<file path="src/rtl/cv32e40p_aligner_tmr_pkg.sv">
// Shared types for the TMR instruction aligner.
//   aligner_state_e : aligner FSM state, fixed 2-bit encoding
//   RH_RESET        : reset value of the residual halfword register
//   is_rvc()        : 1 when a 2-bit opcode field marks a compressed instruction
package cv32e40p_pkg2_ft;

    typedef enum logic [1:0] {
        ALIGNED           = 2'b00,
        MISALIGNED32      = 2'b01,
        MISALIGNED16      = 2'b10,
        BRANCH_MISALIGNED = 2'b11
    } aligner_state_e;

    localparam logic [15:0] RH_RESET = 16'h0000;

    function automatic logic is_rvc(input logic [1:0] op);
        return (op != 2'b11);
    endfunction

endpackage

</file>
<file path="src/rtl/cv32e40p_aligner_tmr_if.sv">
// Fetch / issue / redirect bundle of the aligner.
//   master : fetch side + downstream + branch source (drives *_i)
//   slave  : the aligner (drives *_o)
interface cv32e40p_aligner_tmr_if;

    logic        fetch_valid_i;
    logic [31:0] fetch_rdata_i;
    logic        aligner_ready_o;
    logic        if_valid_i;
    logic [31:0] instr_aligned_o;
    logic        instr_valid_o;
    logic        branch_i;
    logic [31:0] branch_addr_i;
    logic [31:0] pc_o;

    modport master (
        output fetch_valid_i, fetch_rdata_i, if_valid_i, branch_i, branch_addr_i,
        input  aligner_ready_o, instr_aligned_o, instr_valid_o, pc_o
    );

    modport slave (
        input  fetch_valid_i, fetch_rdata_i, if_valid_i, branch_i, branch_addr_i,
        output aligner_ready_o, instr_aligned_o, instr_valid_o, pc_o
    );

endinterface

</file>
<file path="src/rtl/cv32e40p_tmr_reg.sv">
// Triplicated register with bitwise 2-of-3 voter and disagreement flag.
// All copies reload from i_d every cycle, so the caller feeds back the voted
// value to scrub a single upset within one cycle.
//   clk, rst_n  : clock, asynchronous active-low reset
//   i_d         : next value (loaded into every copy)
//   o_q         : voted value
//   o_mismatch  : some bit differs between copies (always 0 when TMR=0)
module cv32e40p_tmr_reg #(
    parameter int           W         = 32,
    parameter logic [W-1:0] RESET_VAL = '0,
    parameter bit           TMR       = 1'b1
) (
    input  logic         clk,
    input  logic         rst_n,
    input  logic [W-1:0] i_d,
    output logic [W-1:0] o_q,
    output logic         o_mismatch
);

    logic [W-1:0] r_q0;
    logic [W-1:0] r_q1;
    logic [W-1:0] r_q2;

    generate
        if (TMR) begin : g_tmr
            always_ff @(posedge clk or negedge rst_n) begin
                if (!rst_n) begin
                    r_q0 <= RESET_VAL;
                    r_q1 <= RESET_VAL;
                    r_q2 <= RESET_VAL;
                end else begin
                    r_q0 <= i_d;
                    r_q1 <= i_d;
                    r_q2 <= i_d;
                end
            end
            assign o_mismatch = |((r_q0 ^ r_q1) | (r_q0 ^ r_q2));
        end else begin : g_single
            always_ff @(posedge clk or negedge rst_n) begin
                if (!rst_n) r_q0 <= RESET_VAL;
                else        r_q0 <= i_d;
            end
            // Mirror the single copy so the shared voter degenerates to a wire.
            assign r_q1       = r_q0;
            assign r_q2       = r_q0;
            assign o_mismatch = 1'b0;
        end
    endgenerate

    assign o_q = (r_q0 & r_q1) | (r_q0 & r_q2) | (r_q1 & r_q2);

endmodule

</file>
<file path="src/rtl/cv32e40p_aligner_tmr.sv">
// Instruction aligner between prefetch buffer and compressed decoder.
// Turns word-aligned fetch data into one aligned instruction per advance,
// handling RVC, word-straddling 32-bit instructions and halfword branch
// targets. State, PC and residual halfword live in voted TMR registers.
//   clk, rst_n       : clock, asynchronous active-low reset
//   bus (slave)      : fetch_valid_i/fetch_rdata_i/aligner_ready_o,
//                      if_valid_i/instr_aligned_o/instr_valid_o/pc_o,
//                      branch_i/branch_addr_i
//   err_detected_o   : copies disagree or voted state illegal this cycle
//   err_corrected_o  : copy disagreement masked by the vote this cycle
module cv32e40p_aligner_tmr
    import cv32e40p_pkg2_ft::*;
#(
    parameter logic [31:0] PC_RESET = 32'h0000_0000,
    parameter bit          EN_TMR   = 1'b1
) (
    input  logic                         clk,
    input  logic                         rst_n,
    cv32e40p_aligner_tmr_if.slave        bus,
    output logic                         err_detected_o,
    output logic                         err_corrected_o
);

    logic [1:0]     w_state_raw;
    aligner_state_e w_state_q;
    aligner_state_e w_state_n;
    logic [31:0]    w_pc_q;
    logic [31:0]    w_pc_n;
    logic [15:0]    w_rh_q;
    logic [15:0]    w_rh_n;
    logic           w_mis_state;
    logic           w_mis_pc;
    logic           w_mis_rh;
    logic           w_illegal;
    logic           w_ready;
    logic           w_valid;
    logic [31:0]    w_instr;
    logic [31:0]    w_rdata;

    cv32e40p_tmr_reg #(.W(2), .RESET_VAL(ALIGNED), .TMR(EN_TMR)) u_state (
        .clk(clk), .rst_n(rst_n), .i_d(w_state_n), .o_q(w_state_raw), .o_mismatch(w_mis_state)
    );

    cv32e40p_tmr_reg #(.W(32), .RESET_VAL(PC_RESET), .TMR(EN_TMR)) u_pc (
        .clk(clk), .rst_n(rst_n), .i_d(w_pc_n), .o_q(w_pc_q), .o_mismatch(w_mis_pc)
    );

    cv32e40p_tmr_reg #(.W(16), .RESET_VAL(RH_RESET), .TMR(EN_TMR)) u_rh (
        .clk(clk), .rst_n(rst_n), .i_d(w_rh_n), .o_q(w_rh_q), .o_mismatch(w_mis_rh)
    );

    assign w_rdata = bus.fetch_rdata_i;

    // An encoding outside the enum falls back to ALIGNED and is flagged.
    always_comb begin
        w_illegal = 1'b0;
        case (w_state_raw)
            2'b00:   w_state_q = ALIGNED;
            2'b01:   w_state_q = MISALIGNED32;
            2'b10:   w_state_q = MISALIGNED16;
            2'b11:   w_state_q = BRANCH_MISALIGNED;
            default: begin
                w_state_q = ALIGNED;
                w_illegal = 1'b1;
            end
        endcase
    end

    always_comb begin
        w_ready   = 1'b1;
        w_valid   = 1'b0;
        w_instr   = w_rdata;
        w_state_n = w_state_q;
        w_pc_n    = w_pc_q;
        w_rh_n    = w_rh_q;

        case (w_state_q)
            ALIGNED: begin
                w_valid = bus.fetch_valid_i;
                if (w_valid && bus.if_valid_i) begin
                    if (!is_rvc(w_rdata[1:0])) begin
                        w_pc_n = w_pc_q + 32'd4;
                    end else begin
                        w_pc_n    = w_pc_q + 32'd2;
                        w_rh_n    = w_rdata[31:16];
                        w_state_n = is_rvc(w_rdata[17:16]) ? MISALIGNED16 : MISALIGNED32;
                    end
                end
            end
            MISALIGNED32: begin
                w_valid = bus.fetch_valid_i;
                w_instr = {w_rdata[15:0], w_rh_q};
                if (w_valid && bus.if_valid_i) begin
                    w_pc_n    = w_pc_q + 32'd4;
                    w_rh_n    = w_rdata[31:16];
                    w_state_n = is_rvc(w_rdata[17:16]) ? MISALIGNED16 : MISALIGNED32;
                end
            end
            MISALIGNED16: begin
                // Residual RVC is already buffered; hold the fetch word back.
                w_ready = 1'b0;
                w_valid = 1'b1;
                w_instr = {16'h0000, w_rh_q};
                if (bus.if_valid_i) begin
                    w_pc_n    = w_pc_q + 32'd2;
                    w_state_n = ALIGNED;
                end
            end
            BRANCH_MISALIGNED: begin
                w_instr = {16'h0000, w_rdata[31:16]};
                if (!is_rvc(w_rdata[17:16])) begin
                    // Upper half starts a 32-bit instruction: buffer it, issue nothing.
                    if (bus.fetch_valid_i) begin
                        w_rh_n    = w_rdata[31:16];
                        w_state_n = MISALIGNED32;
                    end
                end else begin
                    w_valid = bus.fetch_valid_i;
                    if (w_valid && bus.if_valid_i) begin
                        w_pc_n    = w_pc_q + 32'd2;
                        w_state_n = ALIGNED;
                    end
                end
            end
            default: ;
        endcase

        // Redirect wins over everything; the current fetch word is dropped.
        if (bus.branch_i) begin
            w_valid   = 1'b0;
            w_ready   = 1'b1;
            w_pc_n    = {bus.branch_addr_i[31:1], 1'b0};
            w_rh_n    = w_rh_q;
            w_state_n = bus.branch_addr_i[1] ? BRANCH_MISALIGNED : ALIGNED;
        end
    end

    assign bus.aligner_ready_o = w_ready;
    assign bus.instr_valid_o   = w_valid;
    assign bus.instr_aligned_o = w_instr;
    assign bus.pc_o            = w_pc_q;

    assign err_corrected_o = EN_TMR ? (w_mis_state | w_mis_pc | w_mis_rh) : 1'b0;
    assign err_detected_o  = EN_TMR ? (w_mis_state | w_mis_pc | w_mis_rh | w_illegal) : 1'b0;

endmodule

</file>
<file path="src/flat_wrapper.sv">
// flat-port wrapper written by rule: the top's interface ports become plain ports
module cv32e40p_aligner_tmr_flat import cv32e40p_pkg2_ft::*;
#(
    parameter logic [31:0] PC_RESET = 32'h0000_0000,
    parameter bit          EN_TMR   = 1'b1
)
  (clk, rst_n, err_detected_o, err_corrected_o, bus_fetch_valid_i, bus_fetch_rdata_i, bus_if_valid_i, bus_branch_i, bus_branch_addr_i, bus_aligner_ready_o, bus_instr_aligned_o, bus_instr_valid_o, bus_pc_o);
  cv32e40p_aligner_tmr_if bus_i ();
  input  logic clk;
  input  logic rst_n;
  output logic err_detected_o;
  output logic err_corrected_o;
  input wire logic [$bits(bus_i.fetch_valid_i)-1:0] bus_fetch_valid_i;
  input wire logic [$bits(bus_i.fetch_rdata_i)-1:0] bus_fetch_rdata_i;
  input wire logic [$bits(bus_i.if_valid_i)-1:0] bus_if_valid_i;
  input wire logic [$bits(bus_i.branch_i)-1:0] bus_branch_i;
  input wire logic [$bits(bus_i.branch_addr_i)-1:0] bus_branch_addr_i;
  output wire logic [$bits(bus_i.aligner_ready_o)-1:0] bus_aligner_ready_o;
  output wire logic [$bits(bus_i.instr_aligned_o)-1:0] bus_instr_aligned_o;
  output wire logic [$bits(bus_i.instr_valid_o)-1:0] bus_instr_valid_o;
  output wire logic [$bits(bus_i.pc_o)-1:0] bus_pc_o;
  assign bus_i.fetch_valid_i = bus_fetch_valid_i;
  assign bus_i.fetch_rdata_i = bus_fetch_rdata_i;
  assign bus_i.if_valid_i = bus_if_valid_i;
  assign bus_i.branch_i = bus_branch_i;
  assign bus_i.branch_addr_i = bus_branch_addr_i;
  assign bus_aligner_ready_o = bus_i.aligner_ready_o;
  assign bus_instr_aligned_o = bus_i.instr_aligned_o;
  assign bus_instr_valid_o = bus_i.instr_valid_o;
  assign bus_pc_o = bus_i.pc_o;
  cv32e40p_aligner_tmr #(.PC_RESET(PC_RESET), .EN_TMR(EN_TMR)) u_core (.clk(clk), .rst_n(rst_n), .bus(bus_i), .err_detected_o(err_detected_o), .err_corrected_o(err_corrected_o));
endmodule
</file>
<file path="config.mk">
export PLATFORM = sky130hd
export DESIGN_NAME = cv32e40p_aligner_tmr_flat
export DESIGN_NICKNAME = d
export VERILOG_FILES = /design/src/rtl/cv32e40p_aligner_tmr_pkg.sv /design/src/rtl/cv32e40p_aligner_tmr_if.sv /design/src/rtl/cv32e40p_tmr_reg.sv /design/src/rtl/cv32e40p_aligner_tmr.sv /design/src/flat_wrapper.sv
export SDC_FILE = /design/constraint.sdc
export NUM_CORES = 1
export LEC_CHECK = 0
export CAP_MARGIN = 20
export CORE_ASPECT_RATIO = 0.9
export CORE_MARGIN = 4
export CORE_UTILIZATION = 38
export CTS_CLUSTER_SIZE = 16
export DETAILED_ROUTE_END_ITERATION = 10
export PLACE_DENSITY_LB_ADDON = 0.1
export SLEW_MARGIN = 10
export SYNTH_ARGS = -nofsm -noshare
export SYNTH_HDL_FRONTEND = slang
export SYNTH_SLANG_ARGS = --single-unit
</file>
<file path="constraint.sdc">
create_clock -name clk -period 2.8 [get_ports clk]
set_input_delay 0.28 -clock clk [delete_from_list [all_inputs] [get_ports clk]]
set_output_delay 0.28 -clock clk [all_outputs]
set_load 0.02 [all_outputs]
</file>
======== After elaboration in Yosys (flattened, before gate mapping) ========
Index checks and enable logic that the tools add are counted.
word-level totals
  register bits ........................... 50
  bits in latches ......................... 0
  RAM bits ................................ 0
  ROM bits ................................ 0
  input port bits ......................... 69
  output and inout bits ................... 68
  word-level logic and storage cells ...... 70
  memories kept ........................... 0
operators by class
  $add $sub $neg .......................... 2
  $mul .................................... 0
  divide/modulo/power cells ............... 0
  $lt $le $gt $ge ......................... 0
  equality and inequality tests ........... 8
  shift-type cells ........................ 0
  mux-type cells .......................... 33
  bitwise gates (word level) .............. 17
  reduce and logical (&&, ||, !) cells .... 7
operators by type and width
  operator                                                          count
  32-bit 2-to-1 mux                                                 7
  32-bit one-hot mux with 4 select lines                            1
  16-bit 2-to-1 mux                                                 6
  32-bit OR                                                         3
  32-bit one-hot mux with 3 select lines                            1
  16-bit OR                                                         3
  16-bit one-hot mux with 3 select lines                            1
  32-bit by 2-bit adder with 32-bit output (second input constant)  1
  32-bit by 3-bit adder with 32-bit output (second input constant)  1
  32-bit AND                                                        1
  32-bit OR reduction                                               1
  32-bit bitwise XOR                                                1
  2-bit 2-to-1 mux                                                  10
  16-bit AND                                                        1
  2-bit one-hot mux with 4 select lines                             2
  16-bit OR reduction                                               1
  16-bit bitwise XOR                                                1
  2-bit == test (second input constant)                             4
  2-bit OR                                                          3
  2-bit by 1-bit == test with 1-bit output (second input constant)  2
  2-bit logical NOT                                                 2
  1-bit 2-to-1 mux                                                  4
  2-bit != test (second input constant)                             2
  2-bit OR reduction                                                2
  other kinds (5)                                                   6

======== Logic depth before layout (Yosys ltp) ========
  depth in word-level cells ............... 9
  mapped depth ............................ 8
  depth with buffers taken out ............ 7

======== By module ========
Synthesis repeated with hierarchy kept, for this count alone.
second synthesis, totals
  cell total of the unflattened synthesis .. 520
  area total of the unflattened synthesis .. 4266.6 um^2
by module, submodules not included
  module                              instances  cells an instance  area an instance (um^2)
  cv32e40p_aligner_tmr                1          464                2981.6
  cv32e40p_tmr_reg at u_core.u_pc     1          34                 812.0
  cv32e40p_tmr_reg at u_core.u_rh     1          18                 411.6
  cv32e40p_tmr_reg at u_core.u_state  1          4                  61.3

======== Least setup slack after synthesis ========
Ideal clock, no wire load.
  path kind ............................... flip-flop to flip-flop
  start ................................... register u_core.u_pc.r_q2[2]
  end ..................................... register u_core.u_pc.r_q2[28]
  arrival time ............................ 1.976 ns
  data required time ...................... 2.675 ns
  setup slack ............................. 0.699 ns
  stages on the path, launching flop included .. 8
  buffers on the path ..................... 0
  cell sequence ........................... dfrtp_1 -> ha_1 -> nand3_2 -> nor4_4 -> and4_1 -> nand3_1 -> xnor2_1 -> mux2_2
between the ends
  longest elaborated chain between the ends .. 8
RTL lines
  element                                                                                                      RTL line                                                 RTL
  start: declaration                                                                                           cv32e40p_tmr_reg.sv:22                                   logic [W-1:0] r_q2;
  start signal: assignment                                                                                     cv32e40p_tmr_reg.sv:34                                   r_q2 <= i_d;
  32-bit AND *                                                                                                 cv32e40p_tmr_reg.sv:50                                   assign o_q = (r_q0 & r_q1) | (r_q0 & r_q2) | (r_q1 & r_q2);
  32-bit OR                                                                                                    cv32e40p_tmr_reg.sv:50
  32-bit OR *                                                                                                  cv32e40p_tmr_reg.sv:50
  32-bit by 2-bit adder with 32-bit output / 32-bit by 3-bit adder with 32-bit output (equally long branches)  --
  32-bit 2-to-1 mux, on equally long branches                                                                  cv32e40p_aligner_tmr.sv:119, cv32e40p_aligner_tmr.sv:81
  32-bit 2-to-1 mux, on equally long branches                                                                  cv32e40p_aligner_tmr.sv:111, cv32e40p_aligner_tmr.sv:80
  32-bit one-hot mux with 4 select lines *                                                                     cv32e40p_aligner_tmr.sv:77                               case (w_state_q)
  32-bit 2-to-1 mux *                                                                                          cv32e40p_aligner_tmr.sv:129                              if (bus.branch_i) begin
Every way passes the cells marked *; elsewhere a longest branch is shown, timed or not.

======== Worst setup path in the final report ========
  start ................................... register u_core.u_state.r_q2[0]
  end ..................................... output bus_instr_aligned_o[24]
between the ends
  longest elaborated chain between the ends .. 7
RTL lines
  element                                                                           RTL line                    RTL
  start: declaration                                                                cv32e40p_tmr_reg.sv:22
  start signal: assignment                                                          cv32e40p_tmr_reg.sv:34
  2-bit AND *                                                                       cv32e40p_tmr_reg.sv:50
  2-bit OR                                                                          cv32e40p_tmr_reg.sv:50
  2-bit OR *                                                                        cv32e40p_tmr_reg.sv:50
  2-bit == test, or another cell as far along                                       cv32e40p_aligner_tmr.sv:57  case (w_state_raw)
  2-bit one-hot mux with 4 select lines *                                           cv32e40p_aligner_tmr.sv:57
  2-bit == test / 2-bit by 1-bit == test with 1-bit output (equally long branches)  cv32e40p_aligner_tmr.sv:77
  32-bit one-hot mux with 3 select lines *                                          cv32e40p_aligner_tmr.sv:77
  end: declaration                                                                  flat_wrapper.sv:19          output wire logic [$bits(bus_i.instr_aligned_o)-1:0] bus_instr_aligned_o;
Marks and branches as above.

==> metrics.md <==
| Metric | Value |
|---|---|
| Result of the run | finished, final reports clean |
| Count of cells along the worst register-to-register path | 6 |
| Global-route total usage across every layer | 22.4% |
| Number of storage elements in the synthesis netlist | 49 |
| Worst slew margin | 45.5% |
| Diodes inserted | 0 |
| Number of vias per cell | 5.89 |
| CTS H-tree lvls | 2 |
| Unique cell type count in the Yosys netlist | 72 |
| Antenna violations before repair | 0 |
| Setup repair after global routing missed its margin | false |
| Area overhead of the layout relative to synthesis | 40.2% |
| XOR/XNOR share of the synthesized area | 1.52% |
| Cell row count | 35 |
| Setup violations, final | 0 |
| Number of nets with antenna violations after detailed routing | 0 |
| Clock-pin slew on the worst setup and hold paths | 0.08 ns |
| Nature of the critical path endpoint | output port |
| Clk sink count | 49 |
| Worst R2R Start | u_core.u_pc.r_q2[2] |
| Estimated wirelength of the detail-placed design | 10.3 mm |
| Crit Path Max Fanout | 42 |
| Die outline height | 106 um |
| Required time reported for the critical path endpoint | 2.52 ns |
| DRC errors left | 0 |
| Remaining global-route overflow | 0 |
| Top-level I/O count | 137 |
| Main combinational cell family by area after synthesis | simple AND/OR/NAND/NOR gates |
| Buffers on Ports | 132 |
| Terminus of the critical flop-to-flop path | u_core.u_pc.r_q2[16] |
| Post-Synth Adder-Cell Area | 0.619% |
| CTS Buffer Depth | 2 |
| Maximum vdd ir drop | 0.213 mV |
| Horizontal die dimension | 117 um |
| Post-layout worst setup margin | 0.269 ns |
| Layout cells sized above 1 | 9.34% |
| Hold Violations, Final | 0 |
| Portion of netlist area occupied by mux cells | 12.6% |
| Synth Area in Simple Gates | 25.2% |
| Max Slew Vio Count | 0 |
| Area leader, netlist | sky130_fd_sc_hd__dfrtp_1 |
| Detailed-route via count | 4351 |
| Crit path arrival time | 2.25 ns |
| Gate count of the mapped netlist | 487 |
| Final weighted congestion in routability-driven placement | 0.932 |
| Final #Nets | 680 |
| CTS tree | yes |
| Hold-fix buffers at CTS | 0 |
| Compound-Gate Fraction of Synth Area | 23.7% |
| Final-layout setup total negative slack | 0 ns |
| Routed length per instance | 18.9 um |
| Number of clock buffers inserted by TritonCTS | 5 |
| Fmax achieved | 0.395 GHz |
| Final period demand of the worst path | 2.53 ns |
| Number of DRC markers in iteration 0 | 270 |
| Fraction of registers with async set or reset after synthesis | 100% |
| Share of the synthesized area in the top cell type | 30.3% |
| Proportion of synthesized chip area in sequential cells | 30.3% |
| Leakage power summed over all cells | 0.00220 uW |
| Wire length of the first global-routing pass | 22.2 mm |
| Number of maximum-capacitance constraint violations | 0 |
| Post-CTS setup buffers | 0 |
| Slack of the worst reg-to-reg path | 0.51 ns |
| Pin count of the biggest net entering global routing | 57 |
| Starting density of the core | 39.1% |
| Placeable core area | 10300 um2 |
| Total length of routed wires | 14.0 mm |
| Worst Tran Pin Value | 0.817 ns |
| Top cells by area, synth | sky130_fd_sc_hd__dfrtp_1 30%, sky130_fd_sc_hd__mux2i_1 8.2%, sky130_fd_sc_hd__a211oi_1 4.6% |
| Min-Delay Path Class | in2async |
| Clk Tree Root Cell | sky130_fd_sc_hd__clkbuf_16 |
| CTS resizes | 0 |
| Cell area after synthesis | 4040 um2 |
| Worst Setup Slack post-DPL | 0.297 ns |
| Total power density per cell area | 515 nW/um2 |
| Number of global-route vias before repair | 4246 |
| Critical path startpoint category | flip-flop |
| Number of warnings issued by yosys | 0 |
| Core utilization of the finished layout | 54.8% |
| Number of enable-type register cells in the synthesized netlist | 0 |
| Latest clock arrival within the worst-skew pair | 0.30 ns |
| Kind of critical path | reg2out |
| Final worst path period share | 90.4% |
| Setup skew after layout | 0.0109 ns |
| Floorplan die area | 12400 um2 |
| Iteration count of the initial detailed-routing pass | 7 |
| Post-synth top cells | 49 x sky130_fd_sc_hd__dfrtp_1, 49 x sky130_fd_sc_hd__nand2_1, 42 x sky130_fd_sc_hd__nor2_1, 37 x sky130_fd_sc_hd__a21oi_1, 33 x sky130_fd_sc_hd__mux2i_1 |
| Avg Cell Area, Syn | 8.30 um2 |
| Dominant synthesized flop cell | sky130_fd_sc_hd__dfrtp_1 |
==> cell type report <==
| type | count | area, um2 |
|---|---|---|
| tap | 129 | 161 |
| timing repair buffer | 155 | 1500 |
| clock buffer | 6 | 129 |
| inverter | 8 | 30.0 |
| sequential | 49 | 1230 |
| clock inverter | 2 | 38.8 |
| multi-input combinational | 390 | 2580 |
| fill | 972 | 4670 |
==> cells in the final DEF (no fill, tap or decap), types with 6 or more instances in the layout <==
| master | count |
|---|---|
| sky130_fd_sc_hd__clkdlybuf4s50_1 | 130 |
| sky130_fd_sc_hd__nand2_1 | 49 |
| sky130_fd_sc_hd__dfrtp_1 | 47 |
| sky130_fd_sc_hd__nor2_1 | 42 |
| sky130_fd_sc_hd__a21oi_1 | 37 |
| sky130_fd_sc_hd__mux2i_1 | 33 |
| sky130_fd_sc_hd__a211oi_1 | 25 |
| sky130_fd_sc_hd__buf_4 | 22 |
| sky130_fd_sc_hd__nand3_1 | 19 |
| sky130_fd_sc_hd__nor2b_1 | 17 |
| sky130_fd_sc_hd__nand4_1 | 14 |
| sky130_fd_sc_hd__o21ai_0 | 13 |
| sky130_fd_sc_hd__mux2_1 | 10 |
| sky130_fd_sc_hd__nor3_1 | 10 |
| sky130_fd_sc_hd__inv_1 | 8 |
| sky130_fd_sc_hd__o31ai_1 | 7 |
| sky130_fd_sc_hd__mux2_2 | 6 |
| sky130_fd_sc_hd__a31oi_1 | 6 |
==> flip-flops by register name, summed over array words and instances (netlist names) <==
register             count
u_core.u_rh.r_q2        16
u_core.u_pc.r_q2        31
u_core.u_state.r_q2      2
==> per-layer routing <==
layer	track usage [%]	wire, um	vias up
li1	-	-	2068
met1	33.0	6560	2104
met2	33.3	6330	164
met3	3.90	886	15
met4	6.31	191	0
met5	0	0	-
==> power breakdown <==
group	total, uW	internal (uW)	switching [uW]
clock network	719	425	294
registers	996	834	162
logic	1200	580	622
==> critical path, cell delays in order, from the launching register on <==
cell	delay [ns]
sky130_fd_sc_hd__dfrtp_2	0.55
sky130_fd_sc_hd__buf_4	0.50
sky130_fd_sc_hd__mux2i_1	0.14
sky130_fd_sc_hd__nor2_1	0.12
sky130_fd_sc_hd__clkdlybuf4s50_1	0.63
==> worst max-delay path by stage <==
stage                                start                 endpoint  slack, ns  cells after the start
global placement     bus_fetch_rdata_i[16]      u_core.u_pc.r_q2[4]       0.34                      7
floorplan              u_core.u_pc.r_q2[2]     u_core.u_pc.r_q2[28]       0.70                      7
detailed placement   bus_fetch_rdata_i[17]     u_core.u_pc.r_q2[22]       0.30                      7
CTS                 u_core.u_state.r_q2[0]  bus_instr_aligned_o[23]       0.27                      4
global route        u_core.u_state.r_q2[0]  bus_instr_aligned_o[11]       0.15                      4
finish              u_core.u_state.r_q2[0]  bus_instr_aligned_o[24]       0.27                      4
==> kinds of logic (layout without fill, tap and decap cells) <==
| family | Yosys count | in the layout |
|---|---|---|
| adders and majority gates | 2 | 2 |
| buffers and inverters | 50 | 171 |
| and+or+nand+nor | 189 | 189 |
| other | 1 | 3 |
| xor gates and xnor gates | 7 | 7 |
| muxes | 49 | 49 |
| AOI/OAI and AO/OA | 140 | 140 |
| DFF | 49 | 49 |
==> stage by stage <==
step                      hold slack, ns  cells  instance area (um2)  power, uW
after CTS                         0.0982    739                 5670       2940
final                             0.0757    739                 5670       2920
after global routing               0.139    739                 5670       3080
after floorplan                  -0.0156    489                 4050       1660
after detailed placement           0.421    731                 5500       2210
after global placement             0.421    731                 5500       2190
No activity file was read; power rests on OpenSTA's default activity.
